[config.mk]
export PLATFORM = sky130hd
export DESIGN_NAME = dp_fifo_ctrl
export DESIGN_NICKNAME = d
export VERILOG_FILES = /design/src/rtl/dp_fifo_ctrl.sv
export SDC_FILE = /design/constraint.sdc
export NUM_CORES = 1
export LEC_CHECK = 0
export CAP_MARGIN = 15
export CORE_ASPECT_RATIO = 1.75
export CORE_UTILIZATION = 40
export DETAILED_ROUTE_END_ITERATION = 7
export HOLD_SLACK_MARGIN = 0.02
export PLACE_DENSITY = 0.72
export SYNTH_ARGS = -nofsm -noshare
export SYNTH_HDL_FRONTEND = slang
export SYNTH_SLANG_ARGS = --single-unit
[constraint.sdc]
create_clock -name clk -period 6.8 [get_ports clk]
set_input_delay 2.04 -clock clk [delete_from_list [all_inputs] [get_ports clk]]
set_output_delay 2.04 -clock clk [all_outputs]
set_load 0.01 [all_outputs]
[src/rtl/dp_fifo_ctrl.sv]
// rtl/dp_fifo_ctrl.sv - FIFO controller over the 16x8 dp_mem with a 3-entry output prefetch buffer
//
// Turns dp_mem into a FIFO with valid/ready handshakes on both sides.
// Optional feature macro: DP_FIFO_LEVEL_EN (adds the registered level output).
//
// Ports:
//   clk, rst                      clock (rising edge), synchronous active-low reset
//   in_valid/in_ready/in_data     upstream push handshake
//   out_valid/out_ready/out_data  downstream pop handshake, out_data is the FIFO head
//   mem_enb/mem_wr/mem_rd         dp_mem strobes
//   mem_w_addr/mem_r_addr         dp_mem addresses (upper bits always 0)
//   mem_w_data/mem_r_data         dp_mem write data / registered read data
//   level                         words held (memory + in-flight + buffer), DP_FIFO_LEVEL_EN only
module dp_fifo_ctrl #(
  parameter int DW    = 8,
  parameter int AW    = 5,
  parameter int DEPTH = 16
) (
  input  logic          clk,
  input  logic          rst,
  input  logic          in_valid,
  output logic          in_ready,
  input  logic [DW-1:0] in_data,
  output logic          out_valid,
  input  logic          out_ready,
  output logic [DW-1:0] out_data,
  output logic          mem_enb,
  output logic          mem_wr,
  output logic          mem_rd,
  output logic [AW-1:0] mem_w_addr,
  output logic [AW-1:0] mem_r_addr,
  output logic [DW-1:0] mem_w_data,
  input  logic [DW-1:0] mem_r_data
`ifdef DP_FIFO_LEVEL_EN
  ,
  output logic [4:0]    level
`endif
);

  localparam int PW = $clog2(DEPTH);
  localparam logic [PW:0] FULL = (PW+1)'(DEPTH);

  logic [PW-1:0] wptr;
  logic [PW-1:0] rptr;
  logic [PW:0]   mem_count;
  logic [PW:0]   mem_count_nxt;
  logic [1:0]    obuf_count;
  logic [1:0]    obuf_count_nxt;
  logic [1:0]    wr_idx;
  logic          land;
  logic [DW-1:0] obuf [3];

  logic push;
  logic issue;
  logic pop;

  // A full memory refuses pushes even if a read issues this cycle; this keeps
  // write and read addresses apart whenever both strobes are active.
  assign in_ready = rst & (mem_count != FULL);
  assign push     = in_valid & in_ready;

  // Only issue a read if the buffer has a free slot counting the word already
  // in flight, so a landing word can never overflow the buffer.
  assign issue = rst & (mem_count != '0) & (({1'b0, obuf_count} + {2'b0, land}) < 3'd3);

  assign out_valid = (obuf_count != 2'd0);
  assign out_data  = obuf[0];
  assign pop       = out_valid & out_ready;

  assign mem_wr     = push;
  assign mem_rd     = issue;
  assign mem_enb    = push | issue;
  assign mem_w_addr = rst ? AW'(wptr) : '0;
  assign mem_r_addr = rst ? AW'(rptr) : '0;
  assign mem_w_data = in_data;

  always_comb begin
    mem_count_nxt = mem_count;
    case ({push, issue})
      2'b10:   mem_count_nxt = mem_count + (PW+1)'(1);
      2'b01:   mem_count_nxt = mem_count - (PW+1)'(1);
      default: mem_count_nxt = mem_count;
    endcase
    obuf_count_nxt = obuf_count + {1'b0, land} - {1'b0, pop};
    // Tail slot after the head shift caused by a simultaneous pop.
    wr_idx = obuf_count - {1'b0, pop};
  end

  always_ff @(posedge clk) begin
    if (!rst) begin
      wptr       <= '0;
      rptr       <= '0;
      mem_count  <= '0;
      obuf_count <= '0;
      land       <= 1'b0;
    end else begin
      if (push)  wptr <= wptr + PW'(1);
      if (issue) rptr <= rptr + PW'(1);
      mem_count  <= mem_count_nxt;
      obuf_count <= obuf_count_nxt;
      land       <= issue;
    end
  end

  // Head-at-index-0 shift buffer; the capture write is placed after the shift
  // so it wins when a pop and a capture target the same slot.
  always_ff @(posedge clk) begin
    if (rst) begin
      if (pop) begin
        obuf[0] <= obuf[1];
        obuf[1] <= obuf[2];
      end
      if (land) obuf[wr_idx] <= mem_r_data;
    end
  end

`ifdef DP_FIFO_LEVEL_EN
  always_ff @(posedge clk) begin
    if (!rst) begin
      level <= '0;
    end else begin
      level <= 5'(mem_count_nxt) + 5'(issue) + 5'(obuf_count_nxt);
    end
  end
`endif

endmodule

======== After elaboration in Yosys (flattened, before gate mapping) ========
Memories as Yosys holds them, arrays and structs flattened.
Cells that the tools add are included.
word-level totals
  flip-flop bits (word level) ............. 16
  bits in writable memories ............... 24
  input port bits ......................... 20
  logic and storage cells ................. 36
  memories kept ........................... 1
operators by class
  $add $sub $neg .......................... 8
  $lt $le $gt $ge ......................... 1
  equal/unequal tests ..................... 3
  muxes and demuxes ....................... 9
  bitwise operators ....................... 6
  reductions and logical operators ........ 3
memories
  name  depth  bits a word  read ports  clocked after memory_dff  wr ports  line  source
  obuf  3      8            3           0                         3         51    logic [DW-1:0] obuf [3];
operator list
  kind                                                         number
  case mux 5 bit (2 select lines)                              1
  adder 4 x 1 -> 4 bit (second input constant)                 2
  2-to-1 mux 4 bit                                             2
  2-to-1 mux 1 bit                                             6
  adder 5 x 1 -> 5 bit (second input constant)                 1
  bitwise AND 1 bit                                            5
  inequality test 5 bit (second input constant)                1
  nonzero test 5 bit                                           1
  subtractor 5 x 1 -> 5 bit (second input constant)            1
  nonzero test 2 bit                                           2
  subtractor 2 x 1 -> 2 bit                                    2
  adder 2 x 1 -> 3 bit                                         1
  less-than comparator 3 x 2 -> 1 bit (second input constant)  1
  adder 2 x 1 -> 2 bit                                         1
  equality test 2 x 1 -> 1 bit (second input constant)         1
  equality test 2 bit (second input constant)                  1
  bitwise OR 1 bit                                             1

======== Longest topological paths before layout ========
  word-level depth ........................ 5
  mapped depth ............................ 13
  mapped depth without buffers ............ 13

======== Worst setup path before layout ========
Ideal clock, no wire load.
  path kind ............................... input -> output
  start ................................... input rst
  end ..................................... output mem_enb
  data arrival time ....................... 2.902 ns
  required time ........................... 4.760 ns
  setup slack ............................. 1.858 ns
  stages .................................. 5
  path buffers ............................ 2
  path through ............................ clkbuf_1 > clkbuf_1 > nand2_1 > ha_1 > inv_1
on the way
  longest elaborated chain between the ends .. 3
RTL lines
  what                                         line    source
  start, declared                              20      input logic rst,
  bitwise AND 1 bit, on equally long branches  59, 64
  bitwise AND 1 bit, on equally long branches  60, 64
  bitwise OR 1 bit *                           72      assign mem_enb = push | issue;
  end, declared                                27      output logic mem_enb,
Every way passes the cells marked *; elsewhere a longest branch is shown, timed or not.

======== Worst setup path after layout ========
  start ................................... input in_valid
  end ..................................... output mem_enb
on the way
  longest elaborated chain between the ends .. 2
RTL lines
  what               line  source
  start, declared    21    input logic in_valid,
  bitwise AND 1 bit  60    assign push = in_valid & in_ready;
  bitwise OR 1 bit   72
Every way passes these cells.

==> results.json <==
{
  "synth_area_per_cell_um2": 12.03,
  "ys_seq_area_share_pct": 50.61,
  "swShare_pct": 31.78,
  "io_buffers": 32,
  "required_ns": 4.76,
  "whs_ns": 0.5129,
  "wl_mm": 3.422,
  "cts_buffers": 5,
  "ctsRootBufferMaster": "clkbuf_8",
  "p_sw_w": 0.0002817,
  "multiInputGateArea_um2": 892.1,
  "hold_buffers": 0,
  "fin_worst_skew_ns": 0.004384,
  "endpoint_kind": "output pin",
  "hpwl_mm": 2.554,
  "die_h_um": 96.87,
  "yosysTopAreaCell": "edfxtp_1",
  "hold_viol": 0,
  "worstReg2RegStart": "obuf_count[0]",
  "hp-start": "rptr[1]",
  "antenna_found_initial": 0,
  "cp-start-kind": "primary input",
  "vias": 1291,
  "grt_remaining_overflow": 0,
  "place.gp.congestion": 0.7558,
  "core_mm2": 0.004977,
  "cts.reportedPaths.clkPinSlew_ns": 0.07,
  "worstRegToRegCells": 13,
  "start_util_pct": 41.33,
  "cts_tree": "yes",
  "yosys_warnings": 0,
  "tns_ns": 0,
  "fp-row-count": 34,
  "final_nets": 232,
  "grt_first_pass_wirelength_mm": 6.003,
  "p_seq_share_pct": 39.1,
  "maxCapViolations": 0,
  "syn_area_mm2": 0.002057,
  "clockPowerShare_pct": 21.5,
  "dp_cells": 246,
  "regArea_mm2": 0.001041,
  "rsz0062_at_grt": "false",
  "nFillCells": 453,
  "detail-route-antenna-nets": 0,
  "grt_usage_pct": 13.88,
  "min-delay-path-class": "reg2reg",
  "insertion_delay_ns": 0.29,
  "max_clock_freq_mhz": 170.2,
  "synth_cell_type_count": 37,
  "synth.area.top_cells": "edfxtp_1 35%, dfxtp_1 16%, mux2_2 9.9%",
  "grt_start_max_net_pins": 27,
  "area_delta_synth_final_pct": 20.80,
  "wl_per_cell_um": 13.47,
  "syn_inst": 171,
  "leakage_nw": 0.9671,
  "layout.cells.non_filler": 254,
  "cts_setup_buffers": 0,
  "cellPowerDensity_mw_per_mm2": 356.8,
  "h-tree-depth": 2,
  "ios": 51,
  "cp_data_arrival_time_ns": 3.84,
  "ff2ff_setup_slack_ns": 3.60,
  "die_width_um": 56.21,
  "worst_pin_slew_ns": 0.7314,
  "crit_path_max_fanout": 5,
  "status": "completed",
  "relSlewSlack_pct": 50.98,
  "utilization_pct": 49.92,
  "cts.sinks": 40,
  "netlist.area_leader.share_pct": 35.04,
  "whs_endpoint": "rptr[1]",
  "finalCriticalPeriod_ns": 5.877,
  "maxSlewViolCount": 0,
  "drtIter0Drc": 10,
  "finalSetupViolCount": 0,
  "critical_path_class": "in2out",
  "drc_errors": 0,
  "hold-path-cell-count": 2,
  "grt_pass1_vias": 1288,
  "intPower_w": 0.0006048,
  "dieArea_mm2": 0.005445,
  "viasPerCell": 5.083,
  "ir_drop_mv": 0.2397,
  "fin_crit_sh_pct": 86.42,
  "ys_seq_elements": 40,
  "cts_resized": 0,
  "rr_endpoint": "mem_count[4]",
  "first_pass_iters": 4,
  "combPwrFrac_pct": 39.4,
  "clk_path_buf_depth": 2,
  "diodes": 0,
  "drive_gt1_share_pct": 18.50
}
-- power groups by stage --
stage | logic (W) | clock network [W] | registers, W
2_1_floorplan | 0.000247 | 0 | 0.000351
3_3_place_gp | 0.000346 | 0 | 0.000352
3_5_place_dp | 0.000351 | 0 | 0.000352
4_1_cts | 0.000354 | 0.000199 | 0.000347
5_1_grt | 0.000395 | 0.000203 | 0.000353
6_report | 0.000349 | 0.000191 | 0.000346
-- area by class of cell --
class	instances	share of cell area [%]
clock inverters	3	1.712
multi-input cells	108	35.90
well taps	54	2.719
repair buffers	34	13.49
flip-flops and latches	40	41.89
clock buffers	5	2.769
inverters	10	1.511
-- logic make-up after synthesis --
logic type / synth area share (%)
buf+inv: 6.204
mux: 12.53
other cells: 0.1823
fa+ha+maj: 8.272
xor+xnor: 2.981
compound gates: 5.475
flops: 50.61
simple gates: 13.75
-- stage by stage --
stage | power [W] | setup WS (ns) | area (µm²)
after floorplan | 0.0005982 | 1.858 | 2061
after global placement | 0.0006972 | 0.9447 | 2374
after detailed placement | 0.0007033 | 0.9160 | 2374
after CTS | 0.0009002 | 0.9128 | 2485
after global routing | 0.0009507 | 0.7910 | 2485
final | 0.0008865 | 0.9233 | 2485
-- synth_stat cells --
cell type	number
a21boi_0	3
a21boi_1	1
a21o_2	1
a21oi_1	3
and2_1	14
buf_4	10
clkbuf_1	4
conb_1	1
dfxtp_1	16
edfxtp_1	24
fa_1	1
ha_1	12
inv_1	10
mux2_2	18
mux2_4	1
mux2i_1	4
nand2_1	11
nand2_2	1
nand2b_1	3
nand3_1	2
nand3b_1	2
nand4_1	2
nor2_1	2
nor2_2	1
nor2b_1	6
nor3_2	1
nor4_1	1
o211a_1	1
o211ai_1	1
o21a_4	1
o21ai_0	2
o21ai_4	1
or2_2	1
or3_1	1
or4_4	1
xnor2_1	4
xor2_1	3
-- sequential cells by signal, indices dropped and copies added, names as in the netlist --
signal,flops
rptr,4
obuf_count,2
obuf,24
land,1
mem_count,5
wptr,4
-- per-layer routing --
metal / up-vias / wire, µm / track usage (%)
met1: 625 / 1412 / 15.71
met5: - / 0 / 0
met2: 30 / 1847 / 24.63
met3: 4 / 114 / 3.075
li1: 632 / - / -
met4: 0 / 48 / 5.629
-- cell usage in the layout, fill, tap and decap left out, types with 2 or more instances in the layout --
| master | count |
|---|---|
| xnor2_1 | 4 |
| and2_1 | 14 |
| ha_1 | 12 |
| xor2_1 | 3 |
| clkdlybuf4s50_1 | 32 |
| a21boi_0 | 3 |
| buf_4 | 2 |
| nand4_1 | 2 |
| a21oi_1 | 3 |
| dfxtp_1 | 16 |
| nand2_1 | 11 |
| nand2b_1 | 3 |
| nand3_1 | 2 |
| nor2b_1 | 6 |
| inv_1 | 10 |
| clkbuf_8 | 5 |
| mux2_2 | 18 |
| nor2_1 | 2 |
| conb_1 | 2 |
| o21ai_0 | 2 |
| edfxtp_1 | 24 |
| nand3b_1 | 2 |
| mux2i_1 | 4 |
-- worst max-delay path, stage by stage --
cell and delay [ns]:
clkdlybuf4s50_1 0.45, a21boi_1 0.38, nand2_1 0.17, ha_1 0.22, inv_1 0.05, clkdlybuf4s50_1 0.52
-- worst max-delay path by stage --
stage	to	startpoint	cells past startpoint	slack, ns
floorplan	mem_enb	rst	5	1.86
global placement	mem_enb	in_valid	6	0.94
detailed placement	mem_enb	in_valid	6	0.92
CTS	mem_enb	in_valid	6	0.91
global route	mem_enb	in_valid	6	0.79
finish	mem_enb	in_valid	6	0.92
Note: power is estimated with default switching activity, not from simulation.
